--- config.mk ---
export PLATFORM = sky130hd
export DESIGN_NAME = sound_sequencer
export DESIGN_NICKNAME = d
export VERILOG_FILES = /design/src/rtl/sound_pkg.sv /design/src/rtl/sound_sequencer_tone_gen.sv /design/src/rtl/sound_sequencer.sv
export SDC_FILE = /design/constraint.sdc
export NUM_CORES = 1
export LEC_CHECK = 0
export ABC_AREA = 1
export CAP_MARGIN = 10
export CORE_MARGIN = 2
export CORE_UTILIZATION = 65
export CTS_CLUSTER_SIZE = 25
export DETAILED_ROUTE_END_ITERATION = 7
export PLACE_DENSITY = 0.86
export SLEW_MARGIN = 20
export SYNTH_ARGS = -nofsm -noshare
export SYNTH_HDL_FRONTEND = slang
export SYNTH_SLANG_ARGS = --single-unit
--- constraint.sdc ---
create_clock -name clk_6MHz -period 5.98 [get_ports clk_6MHz]
set_input_delay 0.598 -clock clk_6MHz [delete_from_list [all_inputs] [get_ports clk_6MHz]]
set_output_delay 0.598 -clock clk_6MHz [all_outputs]
set_load 0.03 [all_outputs]
--- src/rtl/sound_pkg.sv ---
// Shared definitions for the pong sound sequencer.
// Holds the event encoding, the sequencer state type, the constant
// 4x8 melody table and a fixed-priority grant helper.
package sound_pkg;

  localparam int HP_W = 15;

  // Event encoding, also used as the row index of the note table
  localparam logic [1:0] EV_LFT   = 2'd0;
  localparam logic [1:0] EV_RGT   = 2'd1;
  localparam logic [1:0] EV_SCORE = 2'd2;
  localparam logic [1:0] EV_OVER  = 2'd3;

  typedef enum logic [1:0] {
    ST_IDLE = 2'd0,
    ST_LOAD = 2'd1,
    ST_PLAY = 2'd2,
    ST_GAP  = 2'd3
  } state_t;

  typedef logic [HP_W-1:0] note_t;

  // Half-periods in clk cycles; 0 is a rest
  localparam note_t NOTE_TABLE [4][8] = '{
    '{15'd6074,  15'd5733,  15'd5108, 15'd4551, 15'd4295,  15'd3826,  15'd3409, 15'd0},
    '{15'd3409,  15'd3826,  15'd4295, 15'd4551, 15'd5108,  15'd5733,  15'd6074, 15'd0},
    '{15'd4551,  15'd0,     15'd4551, 15'd0,    15'd3038,  15'd3038,  15'd0,    15'd0},
    '{15'd11468, 15'd10215, 15'd9102, 15'd0,    15'd11468, 15'd10215, 15'd9102, 15'd0}
  };

  // Fixed priority: over > score > rgt > lft
  function automatic logic [1:0] pick_event(input logic [3:0] req);
    logic [1:0] ev;
    if (req[3]) begin
      ev = EV_OVER;
    end else if (req[2]) begin
      ev = EV_SCORE;
    end else if (req[1]) begin
      ev = EV_RGT;
    end else begin
      ev = EV_LFT;
    end
    return ev;
  endfunction

endpackage

--- src/rtl/sound_sequencer_tone_gen.sv ---
// Square-wave tone generator driving the speaker pin.
// Ports:
//   clk_6MHz    - clock
//   reset       - asynchronous active-low reset
//   note_load   - new note strobe; restarts the divider, keeps speaker phase
//   half_period - half-period in clk cycles, 0 silences the output
//   speaker     - square-wave output
module tone_gen
  import sound_pkg::*;
(
  input  logic            clk_6MHz,
  input  logic            reset,
  input  logic            note_load,
  input  logic [HP_W-1:0] half_period,
  output logic            speaker
);

  logic [HP_W-1:0] divider_r;
  logic            speaker_r;

  // Divider and speaker flip-flop; a silent note forces both to zero
  always_ff @(posedge clk_6MHz or negedge reset) begin
    if (!reset) begin
      divider_r <= 15'd0;
      speaker_r <= 1'b0;
    end else if (half_period == 15'd0) begin
      divider_r <= 15'd0;
      speaker_r <= 1'b0;
    end else if (note_load) begin
      divider_r <= 15'd0;
    end else if (divider_r >= (half_period - 15'd1)) begin
      // >= also recovers if a shorter note arrives mid-count
      divider_r <= 15'd0;
      speaker_r <= ~speaker_r;
    end else begin
      divider_r <= divider_r + 15'd1;
    end
  end

  assign speaker = speaker_r;

endmodule

--- src/rtl/sound_sequencer.sv ---
// Game sound sequencer: latches four event requests, grants them one at a
// time by fixed priority and plays an 8-note melody per event through the
// tone generator. A game-over request aborts any other melody.
// Ports:
//   clk_6MHz    - clock
//   reset       - asynchronous active-low reset
//   ev_lft/ev_rgt/ev_score/ev_over - event requests, rising-edge detected
//   busy        - high while an event is being sequenced
//   cur_event   - granted event (0 lft, 1 rgt, 2 score, 3 over), held when idle
//   half_period - current note half-period in clk cycles, 0 = silence
//   speaker     - square-wave output
module sound_sequencer
  import sound_pkg::*;
#(
  parameter int TICK_DIV = 600000
)(
  input  logic            clk_6MHz,
  input  logic            reset,
  input  logic            ev_lft,
  input  logic            ev_rgt,
  input  logic            ev_score,
  input  logic            ev_over,
  output logic            busy,
  output logic [1:0]      cur_event,
  output logic [HP_W-1:0] half_period,
  output logic            speaker
);

  localparam int            PW        = (TICK_DIV > 1) ? $clog2(TICK_DIV) : 1;
  localparam logic [PW-1:0] TICK_LAST = PW'(TICK_DIV - 1);

  logic [3:0]      ev_s, ev_d_r, edge_s, pend_r, pend_s;
  state_t          state_r, state_s;
  logic [1:0]      cur_event_r, cur_event_s, grant_s;
  logic [2:0]      step_r, step_s;
  logic [PW-1:0]   presc_r, presc_s;
  logic [HP_W-1:0] hp_r, hp_s;
  logic            busy_r, tick_s, preempt_s, note_load_s;

  assign ev_s      = {ev_over, ev_score, ev_rgt, ev_lft};
  assign edge_s    = ev_s & ~ev_d_r;
  assign tick_s    = (presc_r == TICK_LAST);
  assign grant_s   = pick_event(pend_r);
  // Over aborts anything else; during its own playback it only queues a replay
  assign preempt_s = pend_r[3] && (cur_event_r != EV_OVER) && (state_r != ST_IDLE);

  // Next-state, grant and datapath update logic
  always_comb begin
    state_s     = state_r;
    cur_event_s = cur_event_r;
    step_s      = step_r;
    pend_s      = pend_r | edge_s;
    presc_s     = presc_r;
    hp_s        = hp_r;
    note_load_s = 1'b0;

    case (state_r)
      ST_IDLE: begin
        presc_s = '0;
        if (pend_r != 4'b0000) begin
          state_s     = ST_LOAD;
          cur_event_s = grant_s;
          step_s      = 3'd0;
          pend_s      = (pend_r & ~(4'b0001 << grant_s)) | edge_s;
        end else begin
          state_s = ST_IDLE;
        end
      end
      ST_LOAD: begin
        hp_s        = NOTE_TABLE[cur_event_r][step_r];
        presc_s     = '0;
        note_load_s = 1'b1;
        state_s     = ST_PLAY;
      end
      ST_PLAY: begin
        if (tick_s) begin
          presc_s = '0;
          if (step_r != 3'd7) begin
            step_s  = step_r + 3'd1;
            state_s = ST_LOAD;
          end else begin
            hp_s    = 15'd0;
            state_s = ST_GAP;
          end
        end else begin
          presc_s = presc_r + PW'(1);
        end
      end
      ST_GAP: begin
        if (tick_s) begin
          presc_s = '0;
          state_s = ST_IDLE;
        end else begin
          presc_s = presc_r + PW'(1);
        end
      end
      default: begin
        state_s = ST_IDLE;
        presc_s = '0;
      end
    endcase

    // Preemption overrides the normal flow and drops every queued request
    if (preempt_s) begin
      state_s     = ST_LOAD;
      cur_event_s = EV_OVER;
      step_s      = 3'd0;
      presc_s     = '0;
      pend_s      = edge_s;
    end else begin
      pend_s = pend_s;
    end
  end

  // State and datapath registers
  always_ff @(posedge clk_6MHz or negedge reset) begin
    if (!reset) begin
      state_r     <= ST_IDLE;
      ev_d_r      <= 4'b0000;
      pend_r      <= 4'b0000;
      cur_event_r <= 2'd0;
      step_r      <= 3'd0;
      presc_r     <= '0;
      hp_r        <= 15'd0;
      busy_r      <= 1'b0;
    end else begin
      state_r     <= state_s;
      ev_d_r      <= ev_s;
      pend_r      <= pend_s;
      cur_event_r <= cur_event_s;
      step_r      <= step_s;
      presc_r     <= presc_s;
      hp_r        <= hp_s;
      busy_r      <= (state_s != ST_IDLE);
    end
  end

  tone_gen u_tone_gen (
    .clk_6MHz    (clk_6MHz),
    .reset       (reset),
    .note_load   (note_load_s),
    .half_period (hp_r),
    .speaker     (speaker)
  );

  assign busy        = busy_r;
  assign cur_event   = cur_event_r;
  assign half_period = hp_r;

endmodule

==> reports/qor.yml <==
run_status:
  outcome: "completed"
final_layout:
  num_antenna_cells: 0
  final-seq-area_sq_um: 1650
  fin_util_pct: 72.8
  area_growth_pct: 9.31
  multiInputGateArea_sq_um: 2390
  layout-drive-gt1-share_pct: 11.4
  fin_nets: 631
  n_fill_cell: 541
global_routing:
  grt_util_met1_pct: 35.8
  grtUsageTotal_pct: 26.8
  grt_use_met3_pct: 4.64
  grt_max_degree: 67
  grt_pass1_wl_mm: 16.0
  top_usage_layer: "met2"
  gr-usage-met2_pct: 45.3
  grt_overflow: 0
  antenna_found_initial: 0
  first_global_vias: 3560
yosys:
  synthDistinctLibCells: 42
  synth_nets: 607
  postSynthRegisterBits: 66
  yosys-top-cells-count: "118 x nand2_1, 81 x inv_1, 68 x nor2_1"
  synth.avg_cell_area_sq_um: 7.75
  async_reset_ff_share_pct: 100
  synth_top_area_share_pct: 36.9
  synth_top_cell_by_area: "dfrtp_1"
  netlist_area_sq_um: 4470
  synth_most_common_cell: "nand2_1"
  syn_inst: 577
  synth_edf_count: 0
  ys_seq_area_share_pct: 36.9
  yosys_most_used_dff: "dfrtp_1"
  yosysWarnings: 0
  synth_area_leaders: "dfrtp_1 37%, nand2_1 9.9%, inv_1 6.8%"
power:
  irDropWorstVdd_uv: 160
  leakage_nw: 2.46
  power_per_cell_area_nw_per_um2: 162
sta:
  min_period_over_period_pct: 50.6
  fin_crit_ns: 3.02
  slew_headroom_pct: 45.0
  finalHoldViolations: 0
  tns_ns: 0
  final-max-slew-violation-count: 0
  setup_violations: 0
  fmax_mhz: 331
  rsz0062_at_grt: "no"
  fin_worst_skew_ns: 0.00743
  tightest_slew_ns: 0.824
setup_path:
  cp.required_ns: 6.24
  ff2ff_setup_slack_ns: 2.96
  worst_ep_arrival_time_ns: 3.29
  endpoint_kind: "register"
  path_class: "reg -> reg"
  critPathLaunchType: "register"
  crit_fanout: 15
place:
  portBuffers: 23
  hpwl_mm: 7.07
  gp_congestion: 0.916
cts:
  cts_buffers: 9
  htree_levels: 3
  cts.repair.resized: 0
  cts_num_sinks: 66
  ctsHoldBuffers: 0
  clockRootBuffer: "clkbuf_8"
  path_clk_slew_ns: 0.07
  cts_buffer_depth: 2
  post-cts-setup-buffer-count: 0
  cts_tree: "built"
  insertion_delay_ns: 0.35
floorplan:
  core_area_sq_um: 6720
  start_util_pct: 66.6
  pin_count: 25
  num_rows: 30
  die_height_microns: 87.0
  die_x_microns: 87.0
  die_area_sq_um: 7560
detailed_routing:
  initialDrtViolationCount: 416
  avgRoutedWirePerCell_microns: 13.8
  via_count: 3801
  routed_via_density: 5.54
  drtPass1Iterations: 5
  wl_mm: 9.46
  drc: 0
  ant_nets: 0
worst_hold_path:
  hold_path_class: "in -> async"
flow_run:
  maxCapViolations: 0
-- logic make-up after synthesis --
family	Yosys count	share of synthesized area, %
other	1	0.0838
and+or+nand+nor	290	31.2
AOI/OAI and AO/OA	62	8.70
xor gates and xnor gates	35	6.85
adders and majority gates	24	6.71
DFF	66	36.9
buffers and inverters	99	9.54
-- metrics by stage --
step | power, mW | setup slack (ns) | hold WS, ns | std cells | area [sq um]
floorplan | 0.458 | 3.35 | 0.302 | 577 | 4470
CTS | 0.802 | 3.00 | 0.423 | 686 | 4890
finish | 0.792 | 2.96 | 0.422 | 686 | 4890
detailed placement | 0.471 | 3.02 | 0.419 | 670 | 4720
global route | 0.818 | 2.69 | 0.439 | 686 | 4890
global placement | 0.470 | 3.25 | 0.408 | 670 | 4720
-- power breakdown --
part           internal (mW)  switching (mW)
sequential             0.448        0.000398
clock                  0.159           0.171
combinational        0.00323          0.0100
-- worst max-delay path, cell delays in order, from the launching register on --
cell,delay [ns]
dfrtp_1,0.41
inv_1,0.15
nand4_1,0.18
nor3_1,0.38
nand3_1,0.14
xor2_1,0.17
inv_1,0.06
ha_1,0.27
nand2_1,0.10
inv_1,0.06
a21oi_1,0.13
o21ai_0,0.09
nor2_1,0.20
nand4_2,0.39
nor2_1,0.23
-- layout make-up --
type,count,area share [%]
clock inverter,5,0.614
multi-input combinational,412,49.0
timing repair buffer,24,4.76
clock buffer,11,2.89
tap,80,2.05
sequential,66,33.8
inverter,88,6.93
-- sequential cells by signal, indices dropped and copies added, names as in the netlist --
register and cells:
busy 1, u_tone_gen.speaker 1, presc_r 20, u_tone_gen.divider_r 15, ev_d_r 4, state_r 2
cur_event 2, step_r 3, pend_r 4, half_period 14
-- layer usage --
metal / up-vias / share of wire (%)
li1: 1899 / -
met1: 1791 / 44
met2: 101 / 50
met3: 10 / 4.8
met4: 0 / 1.1
met5: - / 0
-- path summary, 6_finish.rpt --
path                                                 start                                 end  cells after the start
worst max-delay path            half_period[2]$_DFFE_PN0P_   u_tone_gen.divider_r[1]$_DFF_PN0_                     14
worst min-delay path                                 reset  u_tone_gen.divider_r[11]$_DFF_PN0_                      2
worst max register to register  half_period[2]$_DFFE_PN0P_   u_tone_gen.divider_r[1]$_DFF_PN0_                     14
worst min register to register         ev_d_r[0]$_DFF_PN0_                 pend_r[0]$_DFF_PN0_                      1
max in group asynchronous                            reset          half_period[0]$_DFFE_PN0P_                      2
min in group clk_6MHz                  ev_d_r[0]$_DFF_PN0_                 pend_r[0]$_DFF_PN0_                      1
-- cell usage in the layout (no fill, tap or decap), drive strengths merged, types with 8 or more instances in the layout --
cell	instances
nand2	123
nor2	90
inv	86
dfrtp	66
nand3	43
o21ai	29
xor2	27
ha	24
clkdlybuf4s50	22
a21oi	18
nor3	17
nand4	13
clkbuf	11
xnor2	8
(Power assumes the default switching activity.)
